<file path="src/rtl/pong_pkg.sv">
// Shared definitions for the pong paddle input path.
//   POS_W        : width of a paddle row number
//   PADDLE_MAX   : highest legal paddle row
//   PADDLE_RESET : row loaded after reset or a recenter request
//   acc_t        : signed sub-step accumulator (holds -DETENT..+DETENT)
//   enc_state_t  : decoder FSM states
//   gray_to_idx  : maps a quadrature pair {a,b} to its position in the
//                  forward cycle 00->01->11->10
package pong_pkg;

    localparam int POS_W        = 5;
    localparam int PADDLE_MAX   = 28;
    localparam int PADDLE_RESET = 14;
    localparam int ACC_W        = 4;

    typedef logic [POS_W-1:0]        position_t;
    typedef logic signed [ACC_W-1:0] acc_t;

    typedef enum logic {
        ST_INIT = 1'b0,
        ST_RUN  = 1'b1
    } enc_state_t;

    // Gray-to-binary: 00->0, 01->1, 11->2, 10->3, so a forward step is
    // always index+1 modulo 4.
    function automatic logic [1:0] gray_to_idx(input logic [1:0] ab);
        return {ab[1], ab[1] ^ ab[0]};
    endfunction

endpackage

</file>
<file path="src/rtl/paddle_encoder_if.sv">
// Signal bundle between a quadrature paddle and its encoder block.
//   enc_a, enc_b : raw asynchronous encoder phases
//   recenter     : synchronous request to reload the reset row
//   position     : registered paddle row
//   moved        : one-cycle pulse when position stepped
//   dir          : direction of the last step (1 = increment)
//   glitch       : one-cycle pulse on an illegal quadrature transition
// master drives the encoder inputs, slave is the encoder block.
interface paddle_encoder_if;
    import pong_pkg::*;

    logic      enc_a;
    logic      enc_b;
    logic      recenter;
    position_t position;
    logic      moved;
    logic      dir;
    logic      glitch;

    modport master (
        output enc_a, enc_b, recenter,
        input  position, moved, dir, glitch
    );

    modport slave (
        input  enc_a, enc_b, recenter,
        output position, moved, dir, glitch
    );

endinterface

</file>
<file path="src/rtl/debounce.sv">
// One encoder phase: 2-flop synchronizer followed by a debouncer.
//   clk    : clock
//   srst   : synchronous active-high reset
//   raw    : asynchronous input phase
//   load   : force stable to the synchronized value and clear the counter
//   sync   : synchronized (not debounced) phase
//   stable : debounced phase; follows sync only after it has differed
//            for CYCLES consecutive cycles
module debounce #(
    parameter int CYCLES = 1024
) (
    input  logic clk,
    input  logic srst,
    input  logic raw,
    input  logic load,
    output logic sync,
    output logic stable
);

    localparam logic [15:0] CNT_LAST = 16'(CYCLES - 1);

    logic [1:0]  sync_reg;
    logic [15:0] cnt_reg;
    logic [15:0] cnt_next;
    logic        stable_reg;
    logic        stable_next;

    // Counter only runs while sync disagrees with stable; any agreement
    // (including a reversion of the input) drops it back to zero.
    always_comb begin
        cnt_next    = '0;
        stable_next = stable_reg;
        if (load) begin
            stable_next = sync_reg[1];
        end else if (sync_reg[1] != stable_reg) begin
            if (cnt_reg == CNT_LAST) begin
                stable_next = sync_reg[1];
            end else begin
                cnt_next = cnt_reg + 16'd1;
            end
        end
    end

    always_ff @(posedge clk) begin
        if (srst) begin
            sync_reg   <= '0;
            cnt_reg    <= '0;
            stable_reg <= 1'b0;
        end else begin
            sync_reg   <= {sync_reg[0], raw};
            cnt_reg    <= cnt_next;
            stable_reg <= stable_next;
        end
    end

    assign sync   = sync_reg[1];
    assign stable = stable_reg;

endmodule

</file>
<file path="src/rtl/paddle_encoder.sv">
// Quadrature paddle encoder: synchronizes and debounces both phases,
// decodes Gray transitions into a sub-step accumulator, and steps a
// saturating paddle row every DETENT transitions.
//   clk32mhz : sole clock, rising edge
//   reset    : synchronous active-high reset
//   bus      : paddle_encoder_if.slave (enc_a/enc_b/recenter in,
//              position/moved/dir/glitch out)
// Parameters: DEBOUNCE_CYCLES (2..65535), DETENT (1, 2 or 4),
//             PADDLE_MAX, PADDLE_RESET.
module paddle_encoder #(
    parameter int DEBOUNCE_CYCLES = 1024,
    parameter int DETENT          = 4,
    parameter int PADDLE_MAX      = pong_pkg::PADDLE_MAX,
    parameter int PADDLE_RESET    = pong_pkg::PADDLE_RESET
) (
    input logic             clk32mhz,
    input logic             reset,
    paddle_encoder_if.slave bus
);
    import pong_pkg::*;

    localparam logic [1:0] INIT_LAST  = 2'd2;
    localparam position_t  MAX_POS    = position_t'(PADDLE_MAX);
    localparam position_t  RESET_POS  = position_t'(PADDLE_RESET);
    localparam acc_t       DETENT_POS = acc_t'(DETENT);
    localparam acc_t       DETENT_NEG = acc_t'(-DETENT);

    // ---------------------------------------------------------------
    // Per-phase synchronizer + debouncer; index 1 = A, index 0 = B
    // ---------------------------------------------------------------
    logic [1:0] raw_vec;
    logic [1:0] sync_vec;
    logic [1:0] stable_vec;
    logic       load_stable;

    assign raw_vec = {bus.enc_a, bus.enc_b};

    generate
        for (genvar gi = 0; gi < 2; gi++) begin : g_phase
            debounce #(
                .CYCLES (DEBOUNCE_CYCLES)
            ) u_debounce (
                .clk    (clk32mhz),
                .srst   (reset),
                .raw    (raw_vec[gi]),
                .load   (load_stable),
                .sync   (sync_vec[gi]),
                .stable (stable_vec[gi])
            );
        end
    endgenerate

    // ---------------------------------------------------------------
    // Decoder FSM: INIT waits 3 cycles for the synchronizers to fill,
    // then seeds stable/previous state from the live inputs.
    // ---------------------------------------------------------------
    enc_state_t state_reg;
    enc_state_t state_next;
    logic [1:0] init_cnt_reg;
    logic [1:0] init_cnt_next;
    logic       run_en;

    always_ff @(posedge clk32mhz) begin
        if (reset) begin
            state_reg    <= ST_INIT;
            init_cnt_reg <= '0;
        end else begin
            state_reg    <= state_next;
            init_cnt_reg <= init_cnt_next;
        end
    end

    always_comb begin
        state_next    = state_reg;
        init_cnt_next = '0;
        case (state_reg)
            ST_INIT: begin
                init_cnt_next = init_cnt_reg + 2'd1;
                if (init_cnt_reg == INIT_LAST) begin
                    state_next = ST_RUN;
                end
            end
            ST_RUN:  state_next = ST_RUN;
            default: state_next = ST_INIT;
        endcase
    end

    always_comb begin
        load_stable = 1'b0;
        run_en      = 1'b0;
        case (state_reg)
            ST_INIT: load_stable = (init_cnt_reg == INIT_LAST);
            ST_RUN:  run_en      = 1'b1;
            default: ;
        endcase
    end

    // ---------------------------------------------------------------
    // Transition decode and position datapath
    // ---------------------------------------------------------------
    logic [1:0] prev_reg,  prev_next;
    acc_t       acc_reg,   acc_next;
    position_t  pos_reg,   pos_next;
    logic       dir_reg,   dir_next;
    logic       moved_reg, moved_next;
    logic       glitch_reg, glitch_next;

    logic [1:0] changed;
    logic       one_change;
    logic       both_change;
    logic       fwd;
    acc_t       acc_sum;
    logic       hit_up;
    logic       hit_dn;

    assign changed     = stable_vec ^ prev_reg;
    assign both_change = &changed;
    assign one_change  = ^changed;
    // With exactly one phase changed the index moves by +/-1 only.
    assign fwd         = (gray_to_idx(stable_vec) == (gray_to_idx(prev_reg) + 2'd1));
    assign acc_sum     = fwd ? (acc_reg + acc_t'(1)) : (acc_reg - acc_t'(1));
    assign hit_up      = one_change && (acc_sum == DETENT_POS);
    assign hit_dn      = one_change && (acc_sum == DETENT_NEG);

    // A step requires exactly one changed phase and a glitch requires
    // both, so moved and glitch can never coincide.
    always_comb begin
        prev_next   = prev_reg;
        acc_next    = acc_reg;
        pos_next    = pos_reg;
        dir_next    = dir_reg;
        moved_next  = 1'b0;
        glitch_next = 1'b0;
        if (load_stable) begin
            prev_next = sync_vec;
        end else if (run_en) begin
            prev_next   = stable_vec;
            glitch_next = both_change;
            if (bus.recenter) begin
                // Recenter wins over a step completing in the same cycle.
                pos_next = RESET_POS;
                acc_next = '0;
            end else if (hit_up) begin
                acc_next = '0;
                if (pos_reg < MAX_POS) begin
                    pos_next   = pos_reg + position_t'(1);
                    dir_next   = 1'b1;
                    moved_next = 1'b1;
                end
            end else if (hit_dn) begin
                acc_next = '0;
                if (pos_reg != '0) begin
                    pos_next   = pos_reg - position_t'(1);
                    dir_next   = 1'b0;
                    moved_next = 1'b1;
                end
            end else if (one_change) begin
                acc_next = acc_sum;
            end
        end
    end

    always_ff @(posedge clk32mhz) begin
        if (reset) begin
            prev_reg   <= '0;
            acc_reg    <= '0;
            pos_reg    <= RESET_POS;
            dir_reg    <= 1'b1;
            moved_reg  <= 1'b0;
            glitch_reg <= 1'b0;
        end else begin
            prev_reg   <= prev_next;
            acc_reg    <= acc_next;
            pos_reg    <= pos_next;
            dir_reg    <= dir_next;
            moved_reg  <= moved_next;
            glitch_reg <= glitch_next;
        end
    end

    assign bus.position = pos_reg;
    assign bus.moved    = moved_reg;
    assign bus.dir      = dir_reg;
    assign bus.glitch   = glitch_reg;

endmodule

</file>
<file path="src/flat_wrapper.sv">
// flat-port wrapper written by rule: the top's interface ports become plain ports
module paddle_encoder_flat import pong_pkg::*;
#(
    parameter int DEBOUNCE_CYCLES = 1024,
    parameter int DETENT          = 4,
    parameter int PADDLE_MAX      = pong_pkg::PADDLE_MAX,
    parameter int PADDLE_RESET    = pong_pkg::PADDLE_RESET
)
  (clk32mhz, reset, bus_enc_a, bus_enc_b, bus_recenter, bus_position, bus_moved, bus_dir, bus_glitch);
  paddle_encoder_if bus_i ();
  input logic clk32mhz;
  input logic reset;
  input wire logic [$bits(bus_i.enc_a)-1:0] bus_enc_a;
  input wire logic [$bits(bus_i.enc_b)-1:0] bus_enc_b;
  input wire logic [$bits(bus_i.recenter)-1:0] bus_recenter;
  output wire logic [$bits(bus_i.position)-1:0] bus_position;
  output wire logic [$bits(bus_i.moved)-1:0] bus_moved;
  output wire logic [$bits(bus_i.dir)-1:0] bus_dir;
  output wire logic [$bits(bus_i.glitch)-1:0] bus_glitch;
  assign bus_i.enc_a = bus_enc_a;
  assign bus_i.enc_b = bus_enc_b;
  assign bus_i.recenter = bus_recenter;
  assign bus_position = bus_i.position;
  assign bus_moved = bus_i.moved;
  assign bus_dir = bus_i.dir;
  assign bus_glitch = bus_i.glitch;
  paddle_encoder #(.DEBOUNCE_CYCLES(DEBOUNCE_CYCLES), .DETENT(DETENT), .PADDLE_MAX(PADDLE_MAX), .PADDLE_RESET(PADDLE_RESET)) u_core (.clk32mhz(clk32mhz), .reset(reset), .bus(bus_i));
endmodule
</file>
<file path="config.mk">
export PLATFORM = sky130hd
export DESIGN_NAME = paddle_encoder_flat
export DESIGN_NICKNAME = d
export VERILOG_FILES = /design/src/rtl/pong_pkg.sv /design/src/rtl/paddle_encoder_if.sv /design/src/rtl/debounce.sv /design/src/rtl/paddle_encoder.sv /design/src/flat_wrapper.sv
export SDC_FILE = /design/constraint.sdc
export NUM_CORES = 1
export LEC_CHECK = 0
export CAP_MARGIN = 20
export CORE_UTILIZATION = 50
export DETAILED_ROUTE_END_ITERATION = 8
export HOLD_SLACK_MARGIN = 0.03
export PLACE_DENSITY_LB_ADDON = 0.15
export SETUP_SLACK_MARGIN = 0.05
export SLEW_MARGIN = 20
export SYNTH_ARGS = -nofsm -noshare
export SYNTH_HDL_FRONTEND = slang
export SYNTH_SLANG_ARGS = --single-unit
</file>
<file path="constraint.sdc">
create_clock -name clk32mhz -period 7.7 [get_ports clk32mhz]
set_input_delay 1.155 -clock clk32mhz [delete_from_list [all_inputs] [get_ports clk32mhz]]
set_output_delay 1.155 -clock clk32mhz [all_outputs]
set_load 0.005 [all_outputs]
</file>
==> impl_metrics.csv <==
group,metric,value,unit
run_status,status,"finished clean",
power,p_leak,1.05,nW
synth,synth_adder_area_share,5.26,%
global_routing,antenna_found_initial,0,
synth,synth_area_leader_cell,"dfxtp_1",
power,p_sw,118,uW
final_layout,largest_reg_flops,32,
floorplanning,fp.dieH,73.0,um
flow_run,drv_cap,0,
place,hpwl,2760,um
power,swShare,24.1,%
clock_tree,cts_tree,"done",
drt,drt.antenna.violating_nets,0,
final_layout,num-nets-final,305,
clock_tree,cts_resized,0,
critical_path,cp.required,7.91,ns
synth,synth_top_area_share,43.7,%
final_layout,antennaDiodeCount,0,
timing,post-route-period-util,43.2,%
critical_path,critPathKind,"register to register",
synth,avgSynthCellArea,8.94,um^2
synth,synth_top_family_by_area,"simple AND/OR/NAND/NOR gates",
critical_path,worstPathMaxFanout,5,
place,io_buffers,12,
global_routing,gr-total-overflow,0,
critical_path,end_kind,"register",
critical_path,arrival,3.54,ns
synth,synth_edf_count,0,
timing,post-route-min-period,3.33,ns
place,place_congestion,0.772,
final_layout,fillerInstances,434,
synth,ys_top_cells_by_area,"dfxtp_1, nor2_1, xor2_1, xnor2_1, ha_1",
drt,drt_iter0_drc,54,
power,ir_drop,0.113,mV
synth,syn_area,2520,um^2
drt,drt_first_pass_iters,4,
floorplanning,initial_core_util,52.7,%
final_layout,drive_gt1_share,5.50,%
synth,synth_cell_types,45,
global_routing,gr-usage-all-layers,16.8,%
critical_path,crit_path_start_kind,"register",
clock_tree,clk_latency,0.31,ns
power,powerDensity,176,nW/um^2
synth,yosysWarningCount,0,
clock_tree,cts_setup_buffers,0,
global_routing,grt_max_degree,30,
drt,drc_errors,0,
timing,rsz0062_at_grt,"false",
floorplanning,design.core.area,4790,um^2
clock_tree,cts_made_buffers,5,
power,intPower,370,uW
global_routing,grt_pass1_vias,1687,
drt,wire_per_inst,11.0,um
clock_tree,ctsHoldBuffers,0,
clock_tree,path_clk_slew,0.10,ns
timing,final_max_slew_viol_count,0,
timing,worst_pin_slew,0.989,ns
synth,synthMuxAreaShare,2.43,%
clock_tree,htreeDepth,2,
floorplanning,die_area,5330,um^2
synth,netlist_instances,282,
power,p_comb_share,6.6,%
final_layout,area_delta_synth_final,9.88,%
timing,finalClockSkew,0.0137,ns
synth,synth_compound_area_share,7.30,%
power,seq_power_share,60.6,%
synth,syn_nets,297,
drt,totalWireLength,3930,um
power,power.share.clock,32.8,%
timing,max_freq,0.301,GHz
timing,setup_violations,0,
timing,hold_viol_final,0,
hold_path,hp-class,"register to register",
synth,synthXorXnorAreaFrac,14.1,%
clock_tree,cts_buffer_depth,2,
synth,ys_ff_latch,55,
clock_tree,cts_root_buf,"clkbuf_8",
synth,async_flop_share,0,%
floorplanning,die_w,73.0,um
global_routing,grt_pass1_wl,7020,um
drt,vias_per_cell,4.96,
synth,ys_seq_area_share,43.7,%
floorplanning,io_pins,13,
synth,synth-simple-area-share,24.0,%
power,finalPower,488,uW
clock_tree,cts.sink_count,55,
timing,maxSlewHeadroom,33.9,%
floorplanning,rows,25,
timing,setup_tns,0,ns
synth,ys.flop_type,"dfxtp_1",
drt,vias,1775,
==> layout by cell type, fill, tap and decap left out, types with 2 or more instances in the layout <==
cell type / synthesis / layout
a21oi_1: 7 / 7
a22oi_1: 2 / 2
a31o_2: 2 / 2
and3_1: 9 / 9
and4_1: 2 / 2
clkbuf_8: 0 / 5
clkdlybuf4s50_1: 0 / 12
dfxtp_1: 55 / 55
ha_1: 9 / 9
inv_1: 9 / 9
mux2i_1: 5 / 5
nand2_1: 12 / 12
nand3_1: 15 / 15
nor2_1: 61 / 61
nor2b_1: 8 / 8
nor3_1: 3 / 3
nor4_1: 2 / 2
o21ai_0: 5 / 5
or3_1: 4 / 4
xnor2_1: 18 / 18
xor2_1: 20 / 20
==> cell families (layout without fill, tap and decap cells) <==
| group | count (synthesis) | after routing |
|---|---|---|
| AO/OA/AOI/OAI | 26 | 26 |
| XOR/XNOR | 39 | 39 |
| adder cells (fa/ha/maj) | 10 | 10 |
| buffers and inverters | 20 | 29 |
| flip-flops | 55 | 55 |
| multiplexers | 6 | 6 |
| AND/OR/NAND/NOR | 126 | 126 |
==> per-stage QoR <==
stage	hold slack [ns]	instance area, um^2	util, %	worst slack, ns	instances
after floorplan	0.401	2520	-	4.63	282
after global placement	0.413	2680	55.9	4.43	350
after detailed placement	0.415	2680	55.9	4.40	350
after CTS	0.430	2770	57.9	4.40	358
after global routing	0.455	2770	57.9	4.13	358
final	0.427	2770	57.9	4.37	358
==> power by group through the flow <==
stage	sequential, mW	clock [mW]	combinational, mW
after floorplan	0.299	0	0.0271
after global placement	0.302	0	0.0319
after detailed placement	0.302	0	0.0326
after CTS	0.296	0.167	0.0327
after global routing	0.297	0.176	0.0375
final	0.296	0.160	0.0322
==> path summary, 6_finish.rpt <==
| check | depth (start not counted) | startpoint | endpoint | slack, ns |
|---|---|---|---|---|
| max | 15 | u_core.g_phase[1].u_debounce.stable | u_core.bus.position[4] | 4.37 |
| min | 1 | u_core.init_cnt_reg[0] | u_core.init_cnt_reg[0] | 0.43 |
| max reg2reg | 15 | u_core.g_phase[1].u_debounce.stable | u_core.bus.position[4] | 4.37 |
| min reg2reg | 1 | u_core.init_cnt_reg[0] | u_core.init_cnt_reg[0] | 0.43 |
==> routing by layer <==
metal	routed length (um)	global-route usage, %	vias to the layer above
met5	0	0	-
met4	67	7.19	0
met3	81	3.73	7
met2	1790	27.4	10
met1	1990	21.4	802
li1	-	-	956
==> cells in the mapped netlist, drive strengths merged (2+ instances only) <==
cell type  number
nor4            2
nand2          12
mux2i           5
and3           10
nand3          15
nor3            3
xor2           20
o21ai           5
a21oi           8
ha              9
dfxtp          55
clkbuf          8
inv             9
a31o            2
a22oi           2
nor2           62
or3             4
nor2b           8
and4            2
buf             3
xnor2          18
==> cell type report <==
cell class              instances  area (um^2)  share of cell area, %
multi-input cells             207         1340                   48.4
flip-flops and latches         55         1100                   39.8
repair buffers                 12          120                   4.34
well taps                      67         83.8                   3.03
clock buffers                   5         68.8                   2.49
inverters                       9         33.8                   1.22
clock inverters                 3         22.5                  0.813
==> worst max-delay path, cell delays in order, from the launching register on <==
cell and delay [ns]:
dfxtp_1 0.46, xor2_1 0.12, nor2_2 0.23, inv_1 0.11, ha_1 0.33, a21o_1 0.22
a21oi_4 0.17, xnor3_1 0.39, nand2_1 0.22, xor2_1 0.10, ha_1 0.23, o21ai_0 0.16
nand2b_1 0.08, mux2i_1 0.18, o21ai_0 0.10, o2bb2ai_1 0.14
Note: power is estimated with default switching activity, not from simulation.
==> edit, RTL diff (same flow settings) <==
Reset style: asynchronous (`reset` and `srst`), changed in 3 clocked blocks. Comments in the files are not updated.
--- a/src/rtl/debounce.sv
+++ b/src/rtl/debounce.sv
@@ -41,7 +41,7 @@
         end
     end
 
-    always_ff @(posedge clk) begin
+    always_ff @(posedge clk or posedge srst) begin
         if (srst) begin
             sync_reg   <= '0;
             cnt_reg    <= '0;
--- a/src/rtl/paddle_encoder.sv
+++ b/src/rtl/paddle_encoder.sv
@@ -60,7 +60,7 @@
     logic [1:0] init_cnt_next;
     logic       run_en;
 
-    always_ff @(posedge clk32mhz) begin
+    always_ff @(posedge clk32mhz or posedge reset) begin
         if (reset) begin
             state_reg    <= ST_INIT;
             init_cnt_reg <= '0;
@@ -160,7 +160,7 @@
         end
     end
 
-    always_ff @(posedge clk32mhz) begin
+    always_ff @(posedge clk32mhz or posedge reset) begin
         if (reset) begin
             prev_reg   <= '0;
             acc_reg    <= '0;
Behaviour: same outputs for any inputs over 10 cycles, from zero or initial values and one cycle with reset high; that may be too few to reach the edited logic, so the function may still have changed.
==> edit against the unedited design <==
- non-clock buffer count is 1 higher
- setup slack worse by 0.17 ns
- synthesized area increased by 10%
- final area is 11% higher
- sequential cell count did not move
- wire length rose by 10%
- count of clock-buffer cells in the layout unchanged
- global-route usage shrank 0.75 points
- critical path type unchanged
- largest cell class is now registers
- highest routed layer unchanged
Power is not compared: it rests on default switching activity, and its combinational part moved more than twofold at a synthesized area within 25%.
==> edit: results (changes against the unedited design) <==
arrival time at the worst endpoint 3.68 ns (+0.14 ns); wire length of the first global-routing pass 7562 um (+7.7%); synthesized netlist net count 287 (-3.4%); worst-path maximum fanout 8 (+3); Max Clock Skew 0.01394 ns (+0.0002858 ns); largest net degree at the start of global routing 56 (+87%); most used standard cells in the synthesized netlist 51 x sky130_fd_sc_hd__dfrtp_1, 46 x sky130_fd_sc_hd__nor2_1, 26 x sky130_fd_sc_hd__xor2_1; RePlAce Congestion 0.8281 (+7.3%); share of layout cells above drive strength 1 0.08362 (+0.02864); Top FF cell, synth sky130_fd_sc_hd__dfrtp_1; Post-Syn Area 2774 sq um (+10%); outcome finished, final reports clean; cells taking the most area after synthesis sky130_fd_sc_hd__dfrtp_1 46%, sky130_fd_sc_hd__xor2_1 8.2%, sky130_fd_sc_hd__nor2_1 6.2%; number of detailed-routing iterations run before antenna repair 4 (unchanged); Cell variety after synth 47 (+4.4%); Max-Slew Margin vs Limit 0.5456 (+0.2071); sequential share of the synthesized area 0.4980 (+0.06103); Filler Cells Inserted 460 (+6.0%); Detailed Route Iter0 Violations 52 (-3.7%); Slowest-stage cell, CP sky130_fd_sc_hd__dfrtp_1; Tot GR Track Use 0.1605 (-0.007537); via count of the first global-routing pass 1686 (-0.059%); post-detailed-route via-to-cell ratio 5.123 (+3.3%); worst setup slack after placement 4.200 ns (-0.2037 ns); detailed placement HPWL 3028 um (+9.8%); Top delay family on crit path simple AND/OR/NAND/NOR gates; fraction of synthesis flops using an asynchronous set or reset pin 1.000 (+1.000); worst hold-check path type reg -> reg; detailed-route wire length per cell 12.15 um (+11%); Net count, final 301 (-1.3%)
edit: cell types whose count changed after synthesis, sizes merged, moves of 6 or more:
cell / delta
dfxtp: -55
dfrtp: +51
nor2: -15
nand2: +11
xnor2: -7
nand4: +6
nor2b: -6
xor2: +6
edit: path summary, 6_finish.rpt:
check                                                              start                                  endpoint  slack (ns)  depth (start not counted)
max in group asynchronous                                          reset                         u_core.acc_reg[0]        5.90                          3
min in group asynchronous                                          reset   u_core.g_phase[1].u_debounce.cnt_reg[1]        1.34                          3
worst min-delay path            u_core.g_phase[1].u_debounce.sync_reg[0]  u_core.g_phase[1].u_debounce.sync_reg[1]        0.36                          0
worst max register to register       u_core.g_phase[1].u_debounce.stable                    u_core.bus.position[4]        4.20                         15
worst max-delay path                 u_core.g_phase[1].u_debounce.stable                    u_core.bus.position[4]        4.20                         15
worst min register to register  u_core.g_phase[1].u_debounce.sync_reg[0]  u_core.g_phase[1].u_debounce.sync_reg[1]        0.36                          0
edit: power by group:
group	switching (mW)	internal [mW]
sequential	0.0217	0.311
combinational	0.0922	0.0820
clock	0.0970	0.0981
total	0.211	0.491
edit: metrics by stage:
stage | hold WS [ns] | power, mW | area, sq um | utilization | instances
2_1_floorplan | 0.3312 | 0.4758 | 2774 | - | 272
3_3_place_gp | 0.3335 | 0.5127 | 2959 | 0.5650 | 349
3_5_place_dp | 0.3347 | 0.5151 | 2959 | 0.5650 | 349
4_1_cts | 0.3581 | 0.7127 | 3074 | 0.5870 | 357
5_1_grt | 0.3641 | 0.7418 | 3074 | 0.5870 | 357
6_report | 0.3565 | 0.7022 | 3074 | 0.5870 | 357
edit: cell type report:
type / count / area share
repair buffers: 13 / 0.04151
well taps: 70 / 0.02849
clock buffers: 5 / 0.02239
inverters: 14 / 0.01709
multi-input cells: 197 / 0.4261
clock inverters: 3 / 0.01506
flip-flops and latches: 55 / 0.4493
edit: cell families (layout without fill, tap and decap cells):
group                    after synthesis  count (layout)  synth area share
AO/OA/AOI/OAI                         28              28           0.07624
XOR/XNOR                              38              38            0.1281
adder cells (fa/ha/maj)               10              10           0.04781
buffers and inverters                 20              35           0.02977
flip-flops                            55              55            0.4980
multiplexers                           6               6           0.02706
AND/OR/NAND/NOR                      115             115            0.1931
edit: layer usage:
metal | wire length, um | vias up | global-route usage | share of wire
met2 | 1906 | 16 | 0.2468 | 0.44
met4 | 36 | 0 | 0.04615 | 0.0083
met5 | 0 | - | 0 | 0
met3 | 111 | 4 | 0.03832 | 0.026
li1 | - | 940 | - | -
met1 | 2283 | 869 | 0.2264 | 0.53
